### src/rtl/seq_array_multiplier.sv
`default_nettype none
// +--------------------------------------------------------------------------+
// | seq_array_multiplier: iterative signed/unsigned multiplier with a single  |
// | reusable partial-product row; start/done handshake. Rev 1.0               |
// +--------------------------------------------------------------------------+
module seq_array_multiplier #(
  parameter int WIDTH          = 16,
  parameter int ROWS_PER_CYCLE = 1
) (
  input  logic                 clk,
  input  logic                 reset,
  input  logic                 start,
  input  logic                 signed_mode,
  input  logic [WIDTH-1:0]     a,
  input  logic [WIDTH-1:0]     b,
  output logic                 busy,
  output logic                 done,
  output logic [2*WIDTH-1:0]   product,
  output logic                 ovf
);

  localparam int C_STEPS = WIDTH / ROWS_PER_CYCLE;
  localparam int C_CNT_W = $clog2(C_STEPS + 1);

  typedef enum logic [1:0] {
    S_IDLE = 2'd0,
    S_RUN  = 2'd1,
    S_DONE = 2'd2
  } state_t;

  state_t               state_q, state_d;
  logic [WIDTH-1:0]     a_q, a_d;
  logic [WIDTH-1:0]     b_q, b_d;
  logic [2*WIDTH-1:0]   acc_q, acc_d;
  logic [C_CNT_W-1:0]   cnt_q, cnt_d;
  logic                 neg_q, neg_d;
  logic                 mode_q, mode_d;
  logic                 busy_q, busy_d;
  logic                 done_q, done_d;
  logic [2*WIDTH-1:0]   product_q, product_d;
  logic                 ovf_q, ovf_d;

  logic [2*WIDTH-1:0]   w_acc_step;
  logic [WIDTH:0]       w_row_sum;
  logic [2*WIDTH-1:0]   w_prod;
  logic [WIDTH:0]       w_sign_bits;
  logic                 w_ovf;

  // Each row adds into the upper half and shifts right by one; the row's
  // carry-out becomes the new MSB, so no accumulator bit is ever dropped.
  always_comb begin
    w_acc_step = acc_q;
    w_row_sum  = '0;
    for (int i = 0; i < ROWS_PER_CYCLE; i++) begin
      w_row_sum  = {1'b0, w_acc_step[2*WIDTH-1:WIDTH]}
                 + {1'b0, a_q & {WIDTH{b_q[i]}}};
      w_acc_step = {w_row_sum, w_acc_step[WIDTH-1:1]};
    end
  end

  always_comb begin
    w_prod      = neg_q ? -acc_q : acc_q;
    w_sign_bits = w_prod[2*WIDTH-1:WIDTH-1];
    if (mode_q) w_ovf = ~((&w_sign_bits) | (~|w_sign_bits));
    else        w_ovf = |w_prod[2*WIDTH-1:WIDTH];
  end

  always_comb begin
    state_d   = state_q;
    a_d       = a_q;
    b_d       = b_q;
    acc_d     = acc_q;
    cnt_d     = cnt_q;
    neg_d     = neg_q;
    mode_d    = mode_q;
    busy_d    = busy_q;
    done_d    = 1'b0;
    product_d = product_q;
    ovf_d     = ovf_q;
    case (state_q)
      S_IDLE, S_DONE: begin
        if (start) begin
          // Magnitudes are unsigned, so |-2^(W-1)| wraps to exactly 2^(W-1).
          a_d     = (signed_mode & a[WIDTH-1]) ? -a : a;
          b_d     = (signed_mode & b[WIDTH-1]) ? -b : b;
          neg_d   = signed_mode & (a[WIDTH-1] ^ b[WIDTH-1]);
          mode_d  = signed_mode;
          acc_d   = '0;
          cnt_d   = '0;
          busy_d  = 1'b1;
          state_d = S_RUN;
        end else begin
          state_d = S_IDLE;
        end
      end
      S_RUN: begin
        if (cnt_q == C_CNT_W'(C_STEPS)) begin
          product_d = w_prod;
          ovf_d     = w_ovf;
          done_d    = 1'b1;
          busy_d    = 1'b0;
          state_d   = S_DONE;
        end else begin
          acc_d = w_acc_step;
          b_d   = b_q >> ROWS_PER_CYCLE;
          cnt_d = cnt_q + C_CNT_W'(1);
        end
      end
      default: state_d = S_IDLE;
    endcase
  end

  always_ff @(posedge clk) begin
    if (reset) begin
      state_q   <= S_IDLE;
      a_q       <= '0;
      b_q       <= '0;
      acc_q     <= '0;
      cnt_q     <= '0;
      neg_q     <= 1'b0;
      mode_q    <= 1'b0;
      busy_q    <= 1'b0;
      done_q    <= 1'b0;
      product_q <= '0;
      ovf_q     <= 1'b0;
    end else begin
      state_q   <= state_d;
      a_q       <= a_d;
      b_q       <= b_d;
      acc_q     <= acc_d;
      cnt_q     <= cnt_d;
      neg_q     <= neg_d;
      mode_q    <= mode_d;
      busy_q    <= busy_d;
      done_q    <= done_d;
      product_q <= product_d;
      ovf_q     <= ovf_d;
    end
  end

  assign busy    = busy_q;
  assign done    = done_q;
  assign product = product_q;
  assign ovf     = ovf_q;

endmodule
`default_nettype wire

### config.mk
export PLATFORM = sky130hd
export DESIGN_NAME = seq_array_multiplier
export DESIGN_NICKNAME = d
export VERILOG_FILES = /design/src/rtl/seq_array_multiplier.sv
export SDC_FILE = /design/constraint.sdc
export NUM_CORES = 1
export LEC_CHECK = 0
export BUFFER_PORTS_ARGS = -buffer_cell sky130_fd_sc_hd__buf_2
export CAP_MARGIN = 20
export CORE_MARGIN = 4
export CORE_UTILIZATION = 31
export CTS_BUF_LIST = sky130_fd_sc_hd__clkbuf_16
export DETAILED_ROUTE_END_ITERATION = 10
export GPL_TIMING_DRIVEN = 0
export PLACE_DENSITY = 0.57
export SKIP_CTS_REPAIR_TIMING = 1
export SYNTH_ARGS = -nofsm -noshare
export SYNTH_HDL_FRONTEND = slang
export SYNTH_SLANG_ARGS = --single-unit
### constraint.sdc
create_clock -name clk -period 3.45 [get_ports clk]
set_input_delay 0.69 -clock clk [delete_from_list [all_inputs] [get_ports clk]]
set_output_delay 0.69 -clock clk [all_outputs]
set_load 0.02 [all_outputs]
==> impl_metrics.csv <==
group,metric,value,unit
sta,hold_viol,0,
setup_path,worstRegToRegCells,9,
sta,worstMarginPinSlew,0.688,ns
setup_path,arrival,3.61,ns
global_route,antenna_found_initial,0,
layout,antenna_cells,0,
cts,cts-root-buf,"clkbuf_16",
synth,syn_avg_cell_area,7.95,um2
power,peakVddDrop,206,uV
setup_path,critPathMaxFanout,6,
cts,clock_sinks,108,
setup_path,r2r_start,"acc_q[6]",
global_route,grt_pass1_vias,5440,
layout,stdcell_count,1114,
sta,setup_viol_count_final,0,
synth,async_reset_ff_frac,0,
global_route,overflow,0,
cts,numCtsBuffers,9,
cts,clock_latency,0.36,ns
synth,synthDistinctLibCells,49,
floorplan,die_h,148,um
global_route,globalRouteTotalUtil,0.158,
layout,syn_to_final_growth,19.8,%
sta,fin_skew,0.00733,ns
floorplan,start_util,0.319,
setup_path,critPathRequiredTime,3.67,ns
layout,ff_latch_area,2170,um2
place,portBuffers,69,
sta,final.period_utilization,0.985,
synth,synth_area_leader_cell,"dfxtp_1",
detailed_routing,post_drt_via_cell_ratio,5.12,
min_path,min_from,"a_q[0]",
run_status,status,"finished clean",
detailed_routing,drc,0,
floorplan,core_area,19000,um2
detailed_routing,vias,5704,
sta,max_freq,294,MHz
setup_path,worstSetupStartpointType,"flip-flop",
synth,synthTopCellsByArea,"dfxtp_1, xor2_1, nor2_1",
floorplan,rows,50,
layout,final_util,0.383,
layout,nets,907,
detailed_routing,drt_iter0_drc,284,
synth,syn_inst,762,
place,dp_hpwl,13300,um
detailed_routing,routedWlPerCell,15.4,um
layout,fillCellCount,2021,
global_route,grt_max_degree,19,
sta,maxSlewHeadroom,0.541,
job,cap_violations,0,
synth,yosys.area.top_type_share,0.357,
floorplan,dieArea,21800,um2
floorplan,io_pins,71,
synth,synth_warnings,0,
detailed_routing,drtAntennaViolNets,0,
setup_path,r2r_slack,0.05,ns
setup_path,crit_start,"acc_q[6]",
sta,rsz0062_at_grt,"true",
detailed_routing,routed_wl,17200,um
setup_path,regToRegEndpoint,"ovf",
layout,multi_input_area,3770,um2
power,power_density,369,nW/um2
place,place_area,6730,um2
cts,cts.clk_slew.worst_paths,0.07,ns
global_route,grt_first_pass_wirelength,28100,um
layout,drive_gt1_frac,0.151,
synth,ys_seq_area_frac,0.357,
cts,cts_tree,"built",
setup_path,path_class,"flip-flop to flip-flop",
synth,syn_area,6050,um2
synth,synth_edf_count,0,
sta,slew_violations,0,
sta,fin_hold_ws,0.453,ns
synth,synthFlopType,"dfxtp_1",
synth,synth_fp_nets,820,
power,p_leak,0.00282,uW
place,globalplace.congestion,0.864,
detailed_routing,drtPass1Iterations,5,
place,dpl.cell_count,1091,
min_path,hold_class,"flip-flop to flip-flop",
cts,htreeDepth,3,
layout,design_area,7250,um2
setup_path,crit_path_end_kind,"flip-flop",
synth,synth-seq-cells,108,
setup_path,endpoint,"ovf",
floorplan,die_w,148,um
sta,finalCriticalPeriod,3.40,ns
cts,cts_buffer_depth,2,
==> flip-flops by register name (all words and copies together) (netlist names) <==
name,cells
neg_q,1
cnt_q,5
ovf,1
state_q,2
mode_q,1
b_q,16
a_q,16
acc_q,32
busy,1
product,32
done,1
==> Yosys cell counts (3+ instances only) <==
cell and count:
a211o_1 3, a211oi_1 40, a21o_1 3, a21oi_1 61
a221oi_1 5, a22oi_1 14, a311oi_1 3, a31oi_1 3
and2_1 18, buf_1 4, clkbuf_1 46, dfxtp_1 108
ha_1 21, inv_1 15, nand2_1 71, nand2b_1 8
nand3_1 37, nand4_1 4, nor2_1 86, nor2b_1 9
nor3_1 20, nor3b_1 3, nor4_1 5, o21a_1 3
o21ai_0 26, o31ai_1 15, o41ai_1 9, or2_2 8
or3_1 15, or4_1 12, xnor2_1 25, xor2_1 40
==> worst min-delay path by stage <==
stage / depth (start not counted) / slack (ns) / to
global placement: 2 / 0.44 / a_q[0]
floorplan: 2 / 0.43 / a_q[0]
detailed placement: 2 / 0.44 / a_q[0]
CTS: 2 / 0.46 / a_q[0]
finish: 2 / 0.45 / a_q[0]
global route: 2 / 0.49 / a_q[15]
==> metal layers <==
metal  global-route usage  wire length (um)  up-vias
met3               0.0279               731       14
met4               0.0326               180        0
met5                    0                 0        -
li1                     -                 -     2892
met1                0.220              8560     2669
met2                0.258              7730      129
==> area by class of cell <==
type	count	share of cell area
Tap cell	260	0.0449
Timing Repair Buffer	78	0.0594
Multi-Input combinational cell	588	0.520
Clock buffer	9	0.0311
Inverter	15	0.00776
Sequential cell	108	0.299
Buffer	49	0.0273
Clock inverter	7	0.0104
==> through the flow <==
stage	power, uW	worst slack, ns	setup TNS, ns
after floorplan	1530	0.172	0
after global placement	1640	-0.101	-0.203
after detailed placement	1640	-0.117	-0.303
after CTS	2700	-0.150	-0.372
after global routing	2790	-0.0345	-0.0397
final	2680	0.0516	0
==> cell families (layout without fill, tap and decap cells) <==
| group | Yosys count | count (layout) | synth area share |
|---|---|---|---|
| simple gates | 305 | 305 | 0.245 |
| compound gates | 194 | 194 | 0.213 |
| flops | 108 | 108 | 0.357 |
| buf+inv | 66 | 158 | 0.0411 |
| xor+xnor | 65 | 65 | 0.0940 |
| fa+ha+maj | 22 | 22 | 0.0467 |
| mux | 2 | 2 | 0.00331 |
==> layout by cell type, fill, tap and decap left out, types with 9 or more instances in the layout <==
master,n
dfxtp_1,105
nor2_1,86
nand2_1,71
buf_2,70
a21oi_1,61
clkbuf_1,42
xor2_1,39
a211oi_1,39
nand3_1,37
o21ai_0,25
xnor2_1,24
ha_1,21
nor3_1,20
and2_1,18
inv_1,16
a22oi_1,14
or3_1,13
o31ai_1,13
clkbuf_16,10
nor2b_1,9
==> worst max-delay path: stages, from the launching register on <==
cell and delay [ns]:
dfxtp_4 0.36, or4_4 0.55, or3_4 0.42, buf_4 0.17, or4_4 0.44, o41ai_4 0.27, xor2_2 0.15, or4_4 0.54
nor4_4 0.28, a2111oi_2 0.07
==> power by group <==
part           leakage, uW  total (uW)  switching, uW  internal, uW
combinational      0.00180         312            203           109
clock             0.000144        1060            492           567
sequential        0.000879        1310           24.5          1280
Power figures use the tool's default switching activity.
